==> config.mk <==
export PLATFORM = sky130hd
export DESIGN_NAME = instrmem_loader
export DESIGN_NICKNAME = d
export VERILOG_FILES = /design/src/rtl/instrmem_loader.sv
export SDC_FILE = /design/constraint.sdc
export NUM_CORES = 1
export LEC_CHECK = 0
export ABC_CLOCK_PERIOD_IN_PS = 3800
export CAP_MARGIN = 20
export CORE_ASPECT_RATIO = 1.1
export CORE_MARGIN = 2
export CORE_UTILIZATION = 49
export CTS_CLUSTER_SIZE = 12
export DETAILED_ROUTE_END_ITERATION = 10
export GPL_ROUTABILITY_DRIVEN = 0
export PLACE_DENSITY = 0.81
export SETUP_SLACK_MARGIN = 0.3
export SYNTH_ARGS = -nofsm -noshare
export SYNTH_HDL_FRONTEND = slang
export SYNTH_SLANG_ARGS = --single-unit
==> constraint.sdc <==
create_clock -name i_clock -period 3.8 [get_ports i_clock]
set_input_delay 0.57 -clock i_clock [delete_from_list [all_inputs] [get_ports i_clock]]
set_output_delay 0.57 -clock i_clock [all_outputs]
set_load 0.01 [all_outputs]
==> src/rtl/instrmem_loader.sv <==
// rtl/instrmem_loader.sv - byte-stream loader/dumper for the instruction memory debug port (option: LOADER_BYTE_WRITE_EN)
module instrmem_loader #(
    parameter int NB_INSTR = 32,
    parameter int NB_ADDR  = 16,
    parameter int N_WORDS  = 2048
) (
    input  logic                i_clock,
    input  logic                i_reset,
    input  logic [7:0]          i_rx_data,
    input  logic                i_rx_valid,
    output logic                o_rx_ready,
    output logic [7:0]          o_tx_data,
    output logic                o_tx_valid,
    input  logic                i_tx_ready,
    input  logic                i_start_load,
    input  logic                i_start_dump,
    output logic [NB_ADDR-1:0]  o_instrmem_addr,
    output logic [NB_INSTR-1:0] o_instrmem_data,
    output logic [3:0]          o_instrmem_we,
    output logic                o_instrmem_re,
    input  logic [NB_INSTR-1:0] i_instrmem_data,
    output logic                o_busy,
    output logic                o_done,
    output logic                o_error,
    output logic [NB_ADDR-1:0]  o_word_count
);

    typedef enum logic [3:0] {
        IDLE, LEN0, LEN1, RX_WORD, WRITE, RD_REQ, RD_WAIT, TX_BYTE, DONE
    } state_t;

    localparam logic [16:0] MAX_WORDS = 17'(N_WORDS);

    state_t              state;
    state_t              state_next;
    logic [NB_ADDR-1:0]  addr;
    logic [NB_ADDR-1:0]  word_count;
    logic [1:0]          byte_cnt;
    logic [NB_INSTR-1:0] word_buf;
    logic [7:0]          len_lo;
    logic                error;
    logic [15:0]         len_full;
    logic                rx_fire;
    logic                tx_fire;
    logic                last_word;
    logic                len_too_big;
`ifdef LOADER_BYTE_WRITE_EN
    logic                byte_pending;
    logic [1:0]          byte_lane;
`endif

    assign len_full     = {i_rx_data, len_lo};
    assign len_too_big  = {1'b0, len_full} > MAX_WORDS;
    assign rx_fire      = i_rx_valid & o_rx_ready;
    assign tx_fire      = o_tx_valid & i_tx_ready;
    assign last_word    = (addr == word_count - 1'b1);
    assign o_busy       = (state != IDLE);
    assign o_done       = (state == DONE);
    assign o_error      = error;
    assign o_word_count = word_count;
    assign o_instrmem_addr = addr;

    always_ff @(posedge i_clock or negedge i_reset) begin
        if (!i_reset) begin
            state <= IDLE;
        end else begin
            state <= state_next;
        end
    end

    always_comb begin
        state_next      = state;
        o_rx_ready      = 1'b0;
        o_instrmem_we   = 4'b0000;
        o_instrmem_re   = 1'b0;
        o_instrmem_data = '0;
        o_tx_data       = 8'h00;
        o_tx_valid      = 1'b0;
        case (state)
            IDLE: begin
                if (i_start_load) begin
                    state_next = LEN0;
                end else if (i_start_dump) begin
                    state_next = (word_count == '0) ? DONE : RD_REQ;
                end
            end
            LEN0: begin
                o_rx_ready = 1'b1;
                if (i_rx_valid) begin
                    state_next = LEN1;
                end
            end
            LEN1: begin
                o_rx_ready = 1'b1;
                if (i_rx_valid) begin
                    if (len_full == 16'h0000) begin
                        state_next = DONE;
                    end else if (len_too_big) begin
                        state_next = IDLE;
                    end else begin
                        state_next = RX_WORD;
                    end
                end
            end
            RX_WORD: begin
`ifdef LOADER_BYTE_WRITE_EN
                // The byte just accepted sits in the top lane of word_buf after the shift.
                o_rx_ready = !byte_pending;
                if (byte_pending) begin
                    o_instrmem_we   = 4'b0001 << byte_lane;
                    o_instrmem_data = {(NB_INSTR/8){word_buf[NB_INSTR-1 -: 8]}};
                    if (byte_lane == 2'd3) begin
                        state_next = last_word ? DONE : RX_WORD;
                    end
                end
`else
                o_rx_ready = 1'b1;
                if (i_rx_valid && byte_cnt == 2'd3) begin
                    state_next = WRITE;
                end
`endif
            end
            WRITE: begin
                o_instrmem_we   = 4'b1111;
                o_instrmem_data = word_buf;
                state_next      = last_word ? DONE : RX_WORD;
            end
            RD_REQ: begin
                o_instrmem_re = 1'b1;
                state_next    = RD_WAIT;
            end
            RD_WAIT: begin
                state_next = TX_BYTE;
            end
            TX_BYTE: begin
                o_tx_valid = 1'b1;
                o_tx_data  = word_buf[7:0];
                if (i_tx_ready && byte_cnt == 2'd3) begin
                    state_next = last_word ? DONE : RD_REQ;
                end
            end
            DONE: begin
                state_next = IDLE;
            end
            default: begin
                state_next = IDLE;
            end
        endcase
    end

    always_ff @(posedge i_clock or negedge i_reset) begin
        if (!i_reset) begin
            addr         <= '0;
            word_count   <= '0;
            byte_cnt     <= 2'd0;
            word_buf     <= '0;
            len_lo       <= 8'h00;
            error        <= 1'b0;
`ifdef LOADER_BYTE_WRITE_EN
            byte_pending <= 1'b0;
            byte_lane    <= 2'd0;
`endif
        end else begin
            case (state)
                IDLE: begin
                    if (i_start_load) begin
                        addr     <= '0;
                        byte_cnt <= 2'd0;
                        error    <= 1'b0;
                    end else if (i_start_dump) begin
                        addr     <= '0;
                        byte_cnt <= 2'd0;
                    end
                end
                LEN0: begin
                    if (rx_fire) begin
                        len_lo <= i_rx_data;
                    end
                end
                LEN1: begin
                    if (rx_fire) begin
                        if (len_too_big) begin
                            error <= 1'b1;
                        end else begin
                            word_count <= NB_ADDR'(len_full);
                        end
                    end
                end
                RX_WORD: begin
                    // Bytes arrive LSB-first, so shifting in from the top leaves them in place.
                    if (rx_fire) begin
                        word_buf <= {i_rx_data, word_buf[NB_INSTR-1:8]};
                        byte_cnt <= byte_cnt + 2'd1;
`ifdef LOADER_BYTE_WRITE_EN
                        byte_pending <= 1'b1;
                        byte_lane    <= byte_cnt;
`endif
                    end
`ifdef LOADER_BYTE_WRITE_EN
                    if (byte_pending) begin
                        byte_pending <= 1'b0;
                        if (byte_lane == 2'd3 && !last_word) begin
                            addr <= addr + 1'b1;
                        end
                    end
`endif
                end
                WRITE: begin
                    if (!last_word) begin
                        addr <= addr + 1'b1;
                    end
                end
                RD_WAIT: begin
                    word_buf <= i_instrmem_data;
                end
                TX_BYTE: begin
                    if (tx_fire) begin
                        word_buf <= {8'h00, word_buf[NB_INSTR-1:8]};
                        byte_cnt <= byte_cnt + 2'd1;
                        if (byte_cnt == 2'd3 && !last_word) begin
                            addr <= addr + 1'b1;
                        end
                    end
                end
                default: begin
                end
            endcase
        end
    end

endmodule

==> qor.yml <==
drv_cap: 0
synth_cells: 527
ys_ff_latch: 79
synth_cell_type_count: 51
rr_endpoint: "o_instrmem_addr[11]$_DFFE_PN0P_"
cp.required_ns: 4.08
syn_area_mm2: 0.00472
power.total_mw: 3.95
fin_setup_tns_ns: 0
layout_min_cycle_time_ns: 3.34
switching_power_mw: 1.63
p_int_mw: 2.32
antenna_cells: 0
comb_power_share_pct: 47.6
port_buffers: 127
synth_fp_nets: 576
hold_viol: 0
p_seq_share_pct: 35.6
area_growth_pct: 33.5
finalCritPeriodShare_pct: 87.9
ys_top_cells_by_area: "dfrtp_1, a21oi_1, mux2i_1"
drt_iter0_drc: 262
die_w_um: 97.6
n_fill_cell: 766
skew_ns: 0.0114
post_cts_buffers: 0
layout_setup_ws_ns: 0.459
clock_sinks: 79
vdd.ir_drop.worst_mv: 0.348
end_kind: "flip-flop"
htreeDepth: 3
yosysTopAreaCell: "dfrtp_1"
worst_skew_pair.late_latency_ns: 0.36
cts.path.max_buffers: 2
pre_cts_ws_ns: 0.287
ant_nets: 0
worst_slew_pin_slew_ns: 0.771
synthFlopType: "dfrtp_1"
fp.dieH_um: 107
drive_above_1_share_pct: 9.66
yosysMostFrequentCell: "dfrtp_1"
r2r_cells: 9
netlist.area_leader.share_pct: 41.9
grt_start_max_net_pins: 80
max_freq_mhz: 299
rsz0062_at_grt: "false"
maxSlewViolCount: 0
first_global_vias: 4461
design.core.area_mm2: 0.00935
worstSetupPathType: "flip-flop to flip-flop"
fp-row-count: 37
gr-total-overflow: 0
hold_buffers: 0
synth_edf_count: 0
dpl.hpwl_mm: 9.74
ys_warn_count: 0
setup_viol: 0
clockRootBuffer: "clkbuf_8"
synth.yosys.seq_area_share_pct: 41.9
fin_hold_ws_ns: 0.0159
cts_tree: "built"
wl_per_cell_um: 17.7
grt_use_total_pct: 26.0
run_status: "complete, no violations"
io_pins: 128
worst-r2r-setup-slack_ns: 0.46
critPathMaxFanout: 8
clkPwrFrac_pct: 16.8
ys_top_cells_by_count: "dfrtp_1, a21oi_1, nor2_1, and3_1, mux2i_1"
p_per_area_mw_per_mm2: 627
worstReg2RegStart: "o_word_count[3]$_DFFE_PN0P_"
cts.clk_slew.worst_paths_ns: 0.09
vias_per_cell: 5.97
num_vias: 4532
antenna_found_initial: 0
p_leak_nw: 2.64
nNetsFinal: 686
synth.avg_cell_area_um2: 8.95
crit_path_start_kind: "flip-flop"
crit_arrival_ns: 3.62
hp-class: "input pin to asynchronous set/reset pin"
first_pass_iters: 5
ys_async_sr_fraction_pct: 100
drt-total-wl_mm: 13.5
grt_pass1_wl_mm: 22.0
drc: 0
relSlewSlack_pct: 48.4
cts_buffers: 9
initial_core_util_pct: 50.5
die_area_mm2: 0.0104
power.share.switching_pct: 41.3
-- cells by family after synthesis --
kind of cell / count (synthesis) / synth area share (%)
AO/OA/AOI/OAI: 113 / 14.1
XOR/XNOR: 19 / 3.53
adder cells (fa/ha/maj): 3 / 0.796
buffers and inverters: 50 / 4.59
flip-flops: 79 / 41.9
multiplexers: 49 / 10.9
AND/OR/NAND/NOR: 214 / 24.2
-- registers in the layout, indices dropped and copies added, names as in the netlist --
register and count:
o_instrmem_addr 16, len_lo 8, word_buf 32, o_word_count 16, state 4, o_error 1
byte_cnt 2
-- timing repair --
item	4_1_cts	5_1_grt
resized for setup	1	6
endpoints found under the setup margin	1	14
pin swaps	0	1
-- cell type report --
type | instances | area, µm² | share of cell area (%)
multi-input combinational | 398 | 2570 | 40.7
sequential | 79 | 1980 | 31.4
timing repair buffer | 135 | 1350 | 21.4
tap | 117 | 146 | 2.32
clock buffer | 10 | 138 | 2.19
clock inverter | 6 | 68.8 | 1.09
inverter | 14 | 52.6 | 0.834
-- worst max-delay path, stage by stage (launching register included) --
cell and delay (ns):
dfrtp_1 0.48, or4_1 0.70, or4_1 0.45, a311o_1 0.36
a21oi_1 0.15, a211o_2 0.15, nor3_4 0.07, or3_1 0.49
or3_1 0.33, o21ai_0 0.08
-- worst max-delay path by stage --
stage                                      from                               to  slack [ns]  depth (start not counted)
finish              o_word_count[3]$_DFFE_PN0P_  o_instrmem_addr[11]$_DFFE_PN0P_        0.46                          9
global route        o_word_count[7]$_DFFE_PN0P_  o_instrmem_addr[11]$_DFFE_PN0P_        0.33                          9
CTS                 o_word_count[0]$_DFFE_PN0P_   o_instrmem_addr[5]$_DFFE_PN0P_        0.31                         11
detailed placement  o_word_count[0]$_DFFE_PN0P_   o_instrmem_addr[5]$_DFFE_PN0P_        0.29                         11
global placement    o_word_count[0]$_DFFE_PN0P_   o_instrmem_addr[5]$_DFFE_PN0P_        0.41                         11
floorplan           o_word_count[0]$_DFFE_PN0P_   o_instrmem_addr[5]$_DFFE_PN0P_        0.48                         11
-- layer usage --
metal	track usage (%)	wire length [µm]
met5	0	0
met4	8.83	336
met3	8.54	1310
met2	44.5	6600
met1	30.9	5220
-- stage by stage --
stage	cells	util, %	area (µm²)
after floorplan	527	-	4720
after global placement	742	64.5	6030
after detailed placement	742	64.5	6030
after CTS	758	66.8	6240
after global routing	759	67.4	6300
final	759	67.4	6300
-- layout by cell type, fill, tap and decap left out, drive strengths merged, types with 20 or more instances in the layout --
| cell type | count |
|---|---|
| clkdlybuf4s50 | 126 |
| nor2 | 55 |
| mux2 | 20 |
| mux2i | 29 |
| o21ai | 27 |
| and3 | 44 |
| a21oi | 61 |
| dfrtp | 79 |
| nand2 | 24 |
-- power groups by stage --
stage                     logic (mW)  clock network (mW)  registers (mW)
after detailed placement        1.83                   0            1.41
after floorplan                 1.27                   0            1.28
final                           1.88               0.665            1.41
after CTS                       1.85               0.681            1.40
after global placement          1.78                   0            1.40
after global routing            2.08               0.712            1.45
No activity file was read; power rests on OpenSTA's default activity.
